<file path="src/rtl/riscv_opcodes_pkg.sv">
// riscv_opcodes_pkg: major opcode field values (instr[6:2]) and load funct3 encodings.
package riscv_opcodes_pkg;
  localparam logic [6:2] OPC_LOAD     = 5'b00000;
  localparam logic [6:2] OPC_MISC_MEM = 5'b00011;
  localparam logic [6:2] OPC_OP_IMM   = 5'b00100;
  localparam logic [6:2] OPC_AUIPC    = 5'b00101;
  localparam logic [6:2] OPC_OP_IMM32 = 5'b00110;
  localparam logic [6:2] OPC_STORE    = 5'b01000;
  localparam logic [6:2] OPC_OP       = 5'b01100;
  localparam logic [6:2] OPC_LUI      = 5'b01101;
  localparam logic [6:2] OPC_OP32     = 5'b01110;
  localparam logic [6:2] OPC_BRANCH   = 5'b11000;
  localparam logic [6:2] OPC_JALR     = 5'b11001;
  localparam logic [6:2] OPC_JAL      = 5'b11011;
  localparam logic [6:2] OPC_SYSTEM   = 5'b11100;
  localparam logic [2:0] LB  = 3'b000;
  localparam logic [2:0] LH  = 3'b001;
  localparam logic [2:0] LW  = 3'b010;
  localparam logic [2:0] LD  = 3'b011;
  localparam logic [2:0] LBU = 3'b100;
  localparam logic [2:0] LHU = 3'b101;
  localparam logic [2:0] LWU = 3'b110;
endpackage

</file>
<file path="src/rtl/riscv_state_pkg.sv">
// riscv_state_pkg: pipeline instruction and trap bundles passed between stages.
package riscv_state_pkg;
  localparam int CAUSE_LD_ACCESS_FAULT = 5;
  typedef struct packed {
    logic [31:0] instr;
    logic        bubble;
    logic        dbg;
    logic        retired;
  } instruction_t;
  typedef struct packed {
    logic [11:0] interrupts;
    logic [15:0] exceptions;
    logic        any;
  } interrupts_exceptions_t;
endpackage

</file>
<file path="src/rtl/riscv_wb_ldfmt.sv">
// riscv_wb_ldfmt: aligns a raw data-memory word to the load address and sign/zero-extends it.
module riscv_wb_ldfmt
  import riscv_opcodes_pkg::*;
#(
  parameter int XLEN = 32
) (
  input  logic [XLEN-1:0]           q,
  input  logic [$clog2(XLEN/8)-1:0] adr,
  input  logic [2:0]                funct3,
  output logic [XLEN-1:0]           d
);
  logic [XLEN-1:0] s;
  always_comb begin
    s = q >> {adr, 3'b000};
    case (funct3)
      LB:      d = XLEN'($signed(s[7:0]));
      LH:      d = XLEN'($signed(s[15:0]));
      LW:      d = XLEN'($signed(s[31:0]));
      LBU:     d = XLEN'(s[7:0]);
      LHU:     d = XLEN'(s[15:0]);
      LWU:     d = XLEN'(s[31:0]);
      default: d = s;
    endcase
  end
endmodule

</file>
<file path="src/rtl/riscv_wb.sv">
// riscv_wb: write-back stage; stalls on outstanding loads and formats load data for the register file.
// Optional RV12_WB_DMEM_ERR_EN turns dmem_err_i into a load-access-fault exception.
module riscv_wb
  import riscv_state_pkg::*;
  import riscv_opcodes_pkg::*;
#(
  parameter int              XLEN    = 32,
  parameter logic [XLEN-1:0] PC_INIT = 'h200
) (
  input  logic                   clk_i,
  input  logic                   rst_i,
  output logic                   wb_stall_o,
  input  logic [XLEN-1:0]        wb_pc_i,
  input  instruction_t           wb_insn_i,
  input  interrupts_exceptions_t wb_exceptions_i,
  input  logic [XLEN-1:0]        wb_r_i,
  input  logic [XLEN-1:0]        wb_memadr_i,
  input  logic [XLEN-1:0]        dmem_q_i,
  input  logic                   dmem_ack_i,
  input  logic                   dmem_err_i,
  output logic [XLEN-1:0]        wb_pc_o,
  output instruction_t           wb_insn_o,
  output interrupts_exceptions_t wb_exceptions_o,
  output logic [XLEN-1:0]        wb_r_o,
  output logic [4:0]             wb_dst_o,
  output logic                   wb_we_o
);
  localparam int AW = $clog2(XLEN/8);
  typedef enum logic {IDLE, WAIT} state_t;
  state_t          state, state_nxt;
  logic [6:2]      opc;
  logic [4:0]      rd;
  logic            load, wr_rd, dmem_fault;
  logic [XLEN-1:0] ld_data;
  logic            unused_bits;
  assign opc   = wb_insn_i.instr[6:2];
  assign rd    = wb_insn_i.instr[11:7];
  assign load  = ~wb_insn_i.bubble & (opc == OPC_LOAD) & ~wb_exceptions_i.any;
  assign wr_rd = (opc inside {OPC_LUI, OPC_AUIPC, OPC_JAL, OPC_JALR, OPC_OP, OPC_OP_IMM,
                              OPC_OP32, OPC_OP_IMM32, OPC_LOAD})
               | ((opc == OPC_SYSTEM) & |wb_insn_i.instr[14:12]);
  assign wb_stall_o = load & ~dmem_ack_i;
`ifdef RV12_WB_DMEM_ERR_EN
  assign dmem_fault  = load & dmem_ack_i & dmem_err_i;
  assign unused_bits = ^{wb_insn_i.instr[31:15], wb_insn_i.instr[1:0], wb_memadr_i[XLEN-1:AW]};
`else
  assign dmem_fault  = 1'b0;
  assign unused_bits = ^{dmem_err_i, wb_insn_i.instr[31:15], wb_insn_i.instr[1:0], wb_memadr_i[XLEN-1:AW]};
`endif
  riscv_wb_ldfmt #(.XLEN(XLEN)) u_ldfmt (
    .q      (dmem_q_i),
    .adr    (wb_memadr_i[AW-1:0]),
    .funct3 (wb_insn_i.instr[14:12]),
    .d      (ld_data)
  );
  // A trap cancels the pending load, so WAIT must not outlive it.
  always_comb
    state_nxt = (state == IDLE) ? (wb_stall_o ? WAIT : IDLE)
                                : ((dmem_ack_i | wb_exceptions_i.any) ? IDLE : WAIT);
  always_ff @(posedge clk_i) begin
    if (rst_i) begin
      state           <= IDLE;
      wb_pc_o         <= PC_INIT;
      wb_insn_o       <= '{instr: '0, bubble: 1'b1, dbg: 1'b0, retired: 1'b0};
      wb_exceptions_o <= '0;
      wb_r_o          <= '0;
      wb_dst_o        <= '0;
      wb_we_o         <= 1'b0;
    end else begin
      state <= state_nxt;
      if (wb_stall_o) begin
        wb_insn_o.bubble  <= 1'b1;
        wb_insn_o.retired <= 1'b0;
        wb_we_o           <= 1'b0;
      end else begin
        wb_pc_o         <= wb_pc_i;
        wb_insn_o       <= wb_insn_i;
        wb_exceptions_o <= wb_exceptions_i;
        wb_r_o          <= load ? ld_data : wb_r_i;
        wb_dst_o        <= rd;
        wb_we_o         <= ~wb_insn_i.bubble & ~wb_exceptions_i.any & wr_rd & |rd & ~dmem_fault;
        if (wb_exceptions_i.any) begin
          wb_insn_o.bubble  <= 1'b1;
          wb_insn_o.retired <= 1'b0;
        end
        if (dmem_fault) begin
          wb_exceptions_o.exceptions[CAUSE_LD_ACCESS_FAULT] <= 1'b1;
          wb_exceptions_o.any                               <= 1'b1;
          wb_insn_o.retired                                 <= 1'b0;
        end
      end
    end
  end
endmodule

</file>
<file path="config.mk">
export PLATFORM = sky130hd
export DESIGN_NAME = riscv_wb
export DESIGN_NICKNAME = d
export VERILOG_FILES = /design/src/rtl/riscv_opcodes_pkg.sv /design/src/rtl/riscv_state_pkg.sv /design/src/rtl/riscv_wb_ldfmt.sv /design/src/rtl/riscv_wb.sv
export SDC_FILE = /design/constraint.sdc
export NUM_CORES = 1
export LEC_CHECK = 0
export ABC_AREA = 1
export CAP_MARGIN = 0
export CORE_AREA = 3 3 129 131
export CTS_BUF_LIST = sky130_fd_sc_hd__clkbuf_2 sky130_fd_sc_hd__clkbuf_4 sky130_fd_sc_hd__clkbuf_8
export CTS_CLUSTER_SIZE = 40
export DETAILED_ROUTE_END_ITERATION = 8
export DIE_AREA = 0 0 132 134
export DONT_BUFFER_PORTS = 1
export PLACE_DENSITY = 0.58
export SYNTH_ARGS = -nofsm -noshare
export SYNTH_HDL_FRONTEND = slang
export SYNTH_HIERARCHICAL = 1
export SYNTH_SLANG_ARGS = --single-unit
</file>
<file path="constraint.sdc">
create_clock -name clk_i -period 1.5 [get_ports clk_i]
set_clock_uncertainty 0.15 [all_clocks]
set_input_delay 0.3 -clock clk_i [delete_from_list [all_inputs] [get_ports clk_i]]
set_output_delay 0.3 -clock clk_i [all_outputs]
set_load 0.1 [all_outputs]
</file>
==> metrics.txt, run 1 <==
status=completed; Static Leak=5.804 nW; Synth top area share=39.75%; Comb pwr share=32.0%; Critical Path, Cell by Cell=buf_4; GRT Overall Usage=24.15%; site row count=46; Syn-to-layout area delta=64.49%; gr ovfl total=0; Clock H-tree levels=4; Crit path max-delay family=flip-flops; Root Buffer=clkbuf_8; vias in the first global route=6,993; crit path DAT=1.05 ns; RSZ-0062 raised after global routing=yes; Die Height=134 µm; CTS tree=done; power share of the clock group=29.5%; Clock Latency Late Sink=0.44 ns; Top Ports=331; CTS max path bufs=2; crit path max fanout=2; synth top area cells=dfxtp_1 (40%), nand2_1 (21%), nor2_1 (11%); post-route ant nets=0; Setup crit end kind=output pin; vias post-DR=around 7,300; antenna violations before repair=0; area leader, netlist=dfxtp_1; Total Power=0.009788 W; upper clock frequency limit=between 600 and 700 MHz; CP Launch Type=flop; Max stage delay cell, worst path=dfxtp_2; CTS Buf Count=17; slowest cell delay on critical path=0.33 ns; Flop pwr share=38.5%; PortBufs=0; switching part of the total=a little under two fifths; Most Used Layer, Global Route=met2; Worst Setup Slack, final=0.001536 ns; Clk pin slew, worst setup/hold paths=0.07 ns; P per Cell Area=915.8 nW/µm²; setup TNS=0 ns; hpwl dp=14.03 mm; Worst Path Buf+Inv=1; diode count=0; Slew Limit Fails=0; met1 Use GR=26.59%; # setup viols final=0; Tmin final=1.498 ns; Gate Count Post-Synth=about 1,000; Critical Path RT=1.05 ns; Place WS=-0.07867 ns; Max Cap Violations=0; post-layout util=68.02%; Worst Max-Slew Pin Slew=0.2924 ns; DRC=0; warnings from Yosys=6; synthesized net count=1,220; peak supply drop=0.5361 mV; global routing usage on met2=between 40 and 50%; P_int=~0.0062 W; starting density of the core=41.35%; Final nets=roughly 1,500; die area=17,690 µm²; placed insts=1,336; Sinks on Clock Net=129; mapped cell area=6497 µm²; WL/cell=15.20 µm; Synth cell types=28; die width=between 100 and 150 µm; Global Route met3 Usage=7.614%; DR pass1 iterations=4; Via density=4.822; Net Switching=0.003622 W; syn_area_per_cell=6.345 µm²; proportion of layout cells with a drive suffix above 1=21.97%; number of synthesized register bits=roughly 130; relative slew slack=80.51%; endpoints failing hold=0; non-filler cells, final=1,504; WL final=22.86 mm; Core Area=between 15,000 and 20,000 µm²; Seq/Total Area, Yosys=39.75%; global-route wire length before repair=34.76 mm; HP Class=in -> reg; Placer Congestion=0.8249; Tcrit/Tclk final=99.90%; CP Class=reg -> out; largest net degree at the start of global routing=65; 1st-iter DRT viols=364
==> path summary, 6_finish.rpt <==
| kind | slack, ns | start | cells past startpoint | to |
|---|---|---|---|---|
| min | 0.03 | wb_insn_i[2] | 3 | wb_insn_o[2] |
| min reg2reg | 0.34 | wb_r_o[30] | 2 | wb_r_o[30] |
| max | 0.002 | wb_insn_o[12] | 1 | wb_insn_o[12] |
| max reg2reg | 0.15 | wb_insn_o[9] | 3 | wb_insn_o[9] |
==> routing by layer <==
layer	vias up	part of all wire (%)
met3	50	7.3
met1	3315	38
met2	284	52
li1	3603	-
met4	0	3.3
met5	-	0
==> sequential cells by signal (all words and copies together), names as in the netlist <==
| signal | count |
|---|---|
| wb_insn_o | 35 |
| wb_pc_o | 32 |
| wb_r_o | 32 |
| wb_exceptions_o | 29 |
| wb_we_o | 1 |
==> worst register-to-register path: stages (launching register included) <==
cell	delay, ns
dfxtp_2	0.36
nand4_1	0.09
a21oi_1	0.14
dlygate4sd3_1	0.56
==> placed cells by master (no fill, tap or decap), types with 2 or more instances in the layout <==
master           n
inv_2            3
nor2_2           3
clkinvlp_4       2
nand3_4          2
clkbuf_4         3
inv_8            2
a21oi_1          9
buf_8           25
inv_4            2
clkinv_2         4
dfxtp_2         45
nand2_1        368
buf_12          76
dlygate4sd3_1  131
clkinv_4         2
buf_4           23
inv_1          101
dfxtp_1         84
nand3_2         17
a22oi_1          7
nand4_1          4
buf_6           43
o21ai_0          7
nor2_4           3
nand2_2          6
o211ai_1        14
nor2_1         196
nand3_1         82
clkbuf_8        20
==> cells in the mapped netlist, drive strengths merged <==
| cell type | instances |
|---|---|
| dfxtp | 129 |
| inv | 107 |
| clkinv | 1 |
| nand3 | 101 |
| nand4 | 4 |
| buf | 47 |
| a21oi | 9 |
| and2 | 1 |
| a22oi | 7 |
| o21ai | 7 |
| nor3 | 1 |
| clkbuf | 19 |
| nor2 | 202 |
| nand2 | 375 |
| o211ai | 14 |
==> power groups by stage <==
stage	combinational [W]	sequential [W]	clock [W]
floorplan	0.000637	0.00515	0
global placement	0.00254	0.00376	0
detailed placement	0.00255	0.00377	0
CTS	0.00298	0.00373	0.00300
global route	0.00327	0.00378	0.00310
finish	0.00313	0.00377	0.00289
==> through the flow <==
step | hold WS, ns | cell area [µm²]
after global placement | 0.2226 | 7969
after detailed placement | 0.2253 | 7969
after floorplan | 0.2191 | 6540
after CTS | 0.002188 | 10240
final | 0.02764 | 10690
after global routing | 0.01592 | 10690
==> logic make-up after synthesis <==
group | synth area share (%)
buffers and inverters | 12.57
AO/OA/AOI/OAI | 3.659
AND/OR/NAND/NOR | 44.02
flip-flops | 39.75
==> layout make-up <==
type	count	area (µm²)
flip-flops and latches	129	2639
repair buffers	298	3865
inverters	108	425.4
clock inverters	9	82.58
clock buffers	23	297.8
fillers	1227	5025
well taps	216	270.3
multi-input cells	721	3108
==> timing repair <==
| action | in CTS | in global routing |
|---|---|---|
| pin swaps | 1 | 1 |
| buffers inserted | 1 | 4 |
| resized for setup | 158 | 117 |
| endpoints found under the hold margin | 128 | 0 |
| hold buffers | 131 | 0 |
| endpoints found under the setup margin | 133 | 80 |
Power figures use the tool's default switching activity.
==> run 2: changes to the inputs <==
--- a/config.mk
+++ b/config.mk
@@ -7,11 +7,11 @@
 export LEC_CHECK = 0
 export ABC_AREA = 1
 export CAP_MARGIN = 0
-export CORE_AREA = 3 3 129 131
+export CORE_AREA = 2 2 128 130
 export CTS_BUF_LIST = sky130_fd_sc_hd__clkbuf_2 sky130_fd_sc_hd__clkbuf_4 sky130_fd_sc_hd__clkbuf_8
 export CTS_CLUSTER_SIZE = 40
 export DETAILED_ROUTE_END_ITERATION = 8
-export DIE_AREA = 0 0 132 134
+export DIE_AREA = 0 0 130 132
 export DONT_BUFFER_PORTS = 1
 export PLACE_DENSITY = 0.58
 export SYNTH_ARGS = -nofsm -noshare
==> metrics.txt, run 2 (synthesized netlist as in run 1, its figures left out) <==
upper clock frequency limit=663.7 MHz (was 667.4 MHz); crit path DAT=1.06 ns (was 1.05 ns); WL/cell=15.08 µm (was 15.20 µm); gr ovfl total=0 (unchanged); global-route wire length before repair=33.89 mm (was 34.76 mm); Flop pwr share=36.5% (was 38.5%); Worst Path Buf+Inv=1 (unchanged); P per Cell Area=958.7 nW/µm² (was 915.8 nW/µm²); Max Cap Violations=0 (unchanged); Max stage delay cell, worst path=dfxtp_1 (was dfxtp_2); HP Class=in -> reg (unchanged); # fillers=1,243 (was 1,227); slowest cell delay on critical path=0.37 ns (was 0.33 ns); Crit path max-delay family=flip-flops (unchanged); Critical Path, Cell by Cell=buf_6 (was buf_4); GRT Overall Usage=24.93% (was 24.15%); switching part of the total=35.63% (was 37.00%); Static Leak=5.842 nW (was 5.804 nW); Storage cell area=2655 µm² (was 2639 µm²); hpwl dp=13.99 mm (was 14.03 mm); CP Class=reg -> out (unchanged); peak supply drop=0.6182 mV (was 0.5361 mV); Clock Latency Late Sink=0.43 ns (was 0.44 ns); diode count=0 (unchanged); status=finished with violations (was completed); antenna violations before repair=0 (unchanged); Setup crit end kind=output pin (unchanged); CTS tree=done (unchanged); area of the multi-input gates=3108 µm² (unchanged); RSZ-0062 raised after global routing=yes (unchanged); post-layout util=68.71% (was 68.02%); Placer Congestion=0.8363 (was 0.8249); Area after DPL=7979 µm² (was 7969 µm²); Largest regs=wb_insn_o x35, wb_pc_o x32, wb_r_o x32 (unchanged); Clk pin slew, worst setup/hold paths=0.08 ns (was 0.07 ns); P_int=0.006662 W (was 0.006166 W); Critical Path RT=1.05 ns (about the same); Top reg by flops=wb_insn_o (unchanged); Tmin final=1.507 ns (was 1.498 ns); Worst Max-Slew Pin Slew=0.3429 ns (was 0.2924 ns); starting density of the core=41.35% (unchanged); post-route ant nets=0 (unchanged); Net Switching=0.003688 W (was 0.003622 W); PortBufs=0 (unchanged); DRC=0 (unchanged); Reg-to-Reg Start=wb_exceptions_o[0] (was wb_insn_o[9]); vias in the first global route=7,009 (was 6,993); Top Ports=331 (unchanged); Clock H-tree levels=4 (unchanged); worst hold slack=0.03482 ns (was 0.02764 ns); Syn-to-layout area delta=66.15% (was 64.49%); crit path max fanout=2 (unchanged); die width=130 µm (was 132 µm); Final nets=1,470 (was 1,471); Root Buffer=clkbuf_8 (unchanged); relative slew slack=77.14% (was 80.51%); Via density=4.820 (was 4.822); failing checks=setup timing; CTS max path bufs=2 (unchanged); Critical path origin=wb_exceptions_o[4] (was wb_insn_o[12]); # setup viols final=1 (was 0); setup TNS=-0.006713 ns (was 0 ns); vias post-DR=7,245 (was 7,252); power share of the clock group=33.2% (was 29.5%); Total Power=0.01035 W (was 0.009788 W); site row count=46 (unchanged); Core Area=15,710 µm² (unchanged); die area=17,160 µm² (was 17,690 µm²); largest net degree at the start of global routing=72 (was 65); Tcrit/Tclk final=100.4% (was 99.90%); proportion of layout cells with a drive suffix above 1=23.00% (was 21.97%); Slew Limit Fails=0 (unchanged); endpoints failing hold=0 (unchanged); Die Height=132 µm (was 134 µm); Sinks on Clock Net=129 (unchanged); most common cell after layout, fill and taps aside=nand2_1 (unchanged); CTS Buf Count=17 (unchanged); Finished Cell Area=10,800 µm² (was 10,690 µm²); 1st-iter DRT viols=348 (was 364); hold path startpoint=wb_insn_i[2] (unchanged); WL final=22.67 mm (was 22.86 mm); DR pass1 iterations=5 (was 4); max reg flops=35 (unchanged); most frequent cells in the layout=nand2_1 (368), nor2_1 (196), dlygate4sd3_1 (130) (was nand2_1 (368), nor2_1 (196), dlygate4sd3_1 (131)); CP Launch Type=flop (unchanged); Comb pwr share=30.2% (was 32.0%); Worst Setup Slack, final=-0.006713 ns (was 0.001536 ns)
==> run 2: cell count changes in the layout (fill, tap and decap cells not counted), sizes merged <==
cell,delta
bufinv,+3
clkbuf,-2
clkinvlp,-1
dlygate4sd3,-1
==> run 2: area by class of cell <==
class,count,share of cell area [%]
Clock buffer,21,2.619
Multi-Input combinational cell,721,28.79
Sequential cell,129,24.59
Clock inverter,11,1.634
Inverter,108,3.917
Tap cell,216,2.503
Timing Repair Buffer,297,35.94
==> run 2: routing by layer <==
metal | GRT usage (%) | routed length [µm]
met4 | 10.22 | 846
met2 | 45.93 | 11790
met3 | 7.995 | 1828
met1 | 25.61 | 8204
met5 | 0 | 0
==> run 2: power by group through the flow <==
stage | Combinational, W | Clock [W] | Sequential [W]
2_1_floorplan | 0.000637 | 0 | 0.00515
3_3_place_gp | 0.00252 | 0 | 0.00376
3_5_place_dp | 0.00254 | 0 | 0.00377
4_1_cts | 0.00298 | 0.00351 | 0.00374
5_1_grt | 0.00328 | 0.00367 | 0.00380
6_report | 0.00313 | 0.00344 | 0.00378
==> run 2: repair_timing <==
item,CTS,global route
resized for setup,173,122
hold endpoints to repair,128,0
gates cloned,0,0
setup buffers,0,2
hold buffers,130,0
setup endpoints to repair,129,78
==> run 2: worst paths after layout <==
| path | endpoint | cells after the start | slack [ns] |
|---|---|---|---|
| max | wb_exceptions_o[4] | 1 | -0.007 |
| min | wb_insn_o[2] | 3 | 0.03 |
| max reg2reg | wb_exceptions_o[0] | 3 | 0.13 |
| min reg2reg | wb_r_o[24] | 2 | 0.34 |
==> run 2: stage by stage <==
stage               setup slack (ns)  instances
floorplan                   -0.01283       1024
global placement           -0.003653       1339
detailed placement          -0.03588       1339
CTS                         -0.03862       1501
global route                -0.04860       1503
finish                     -0.006713       1503
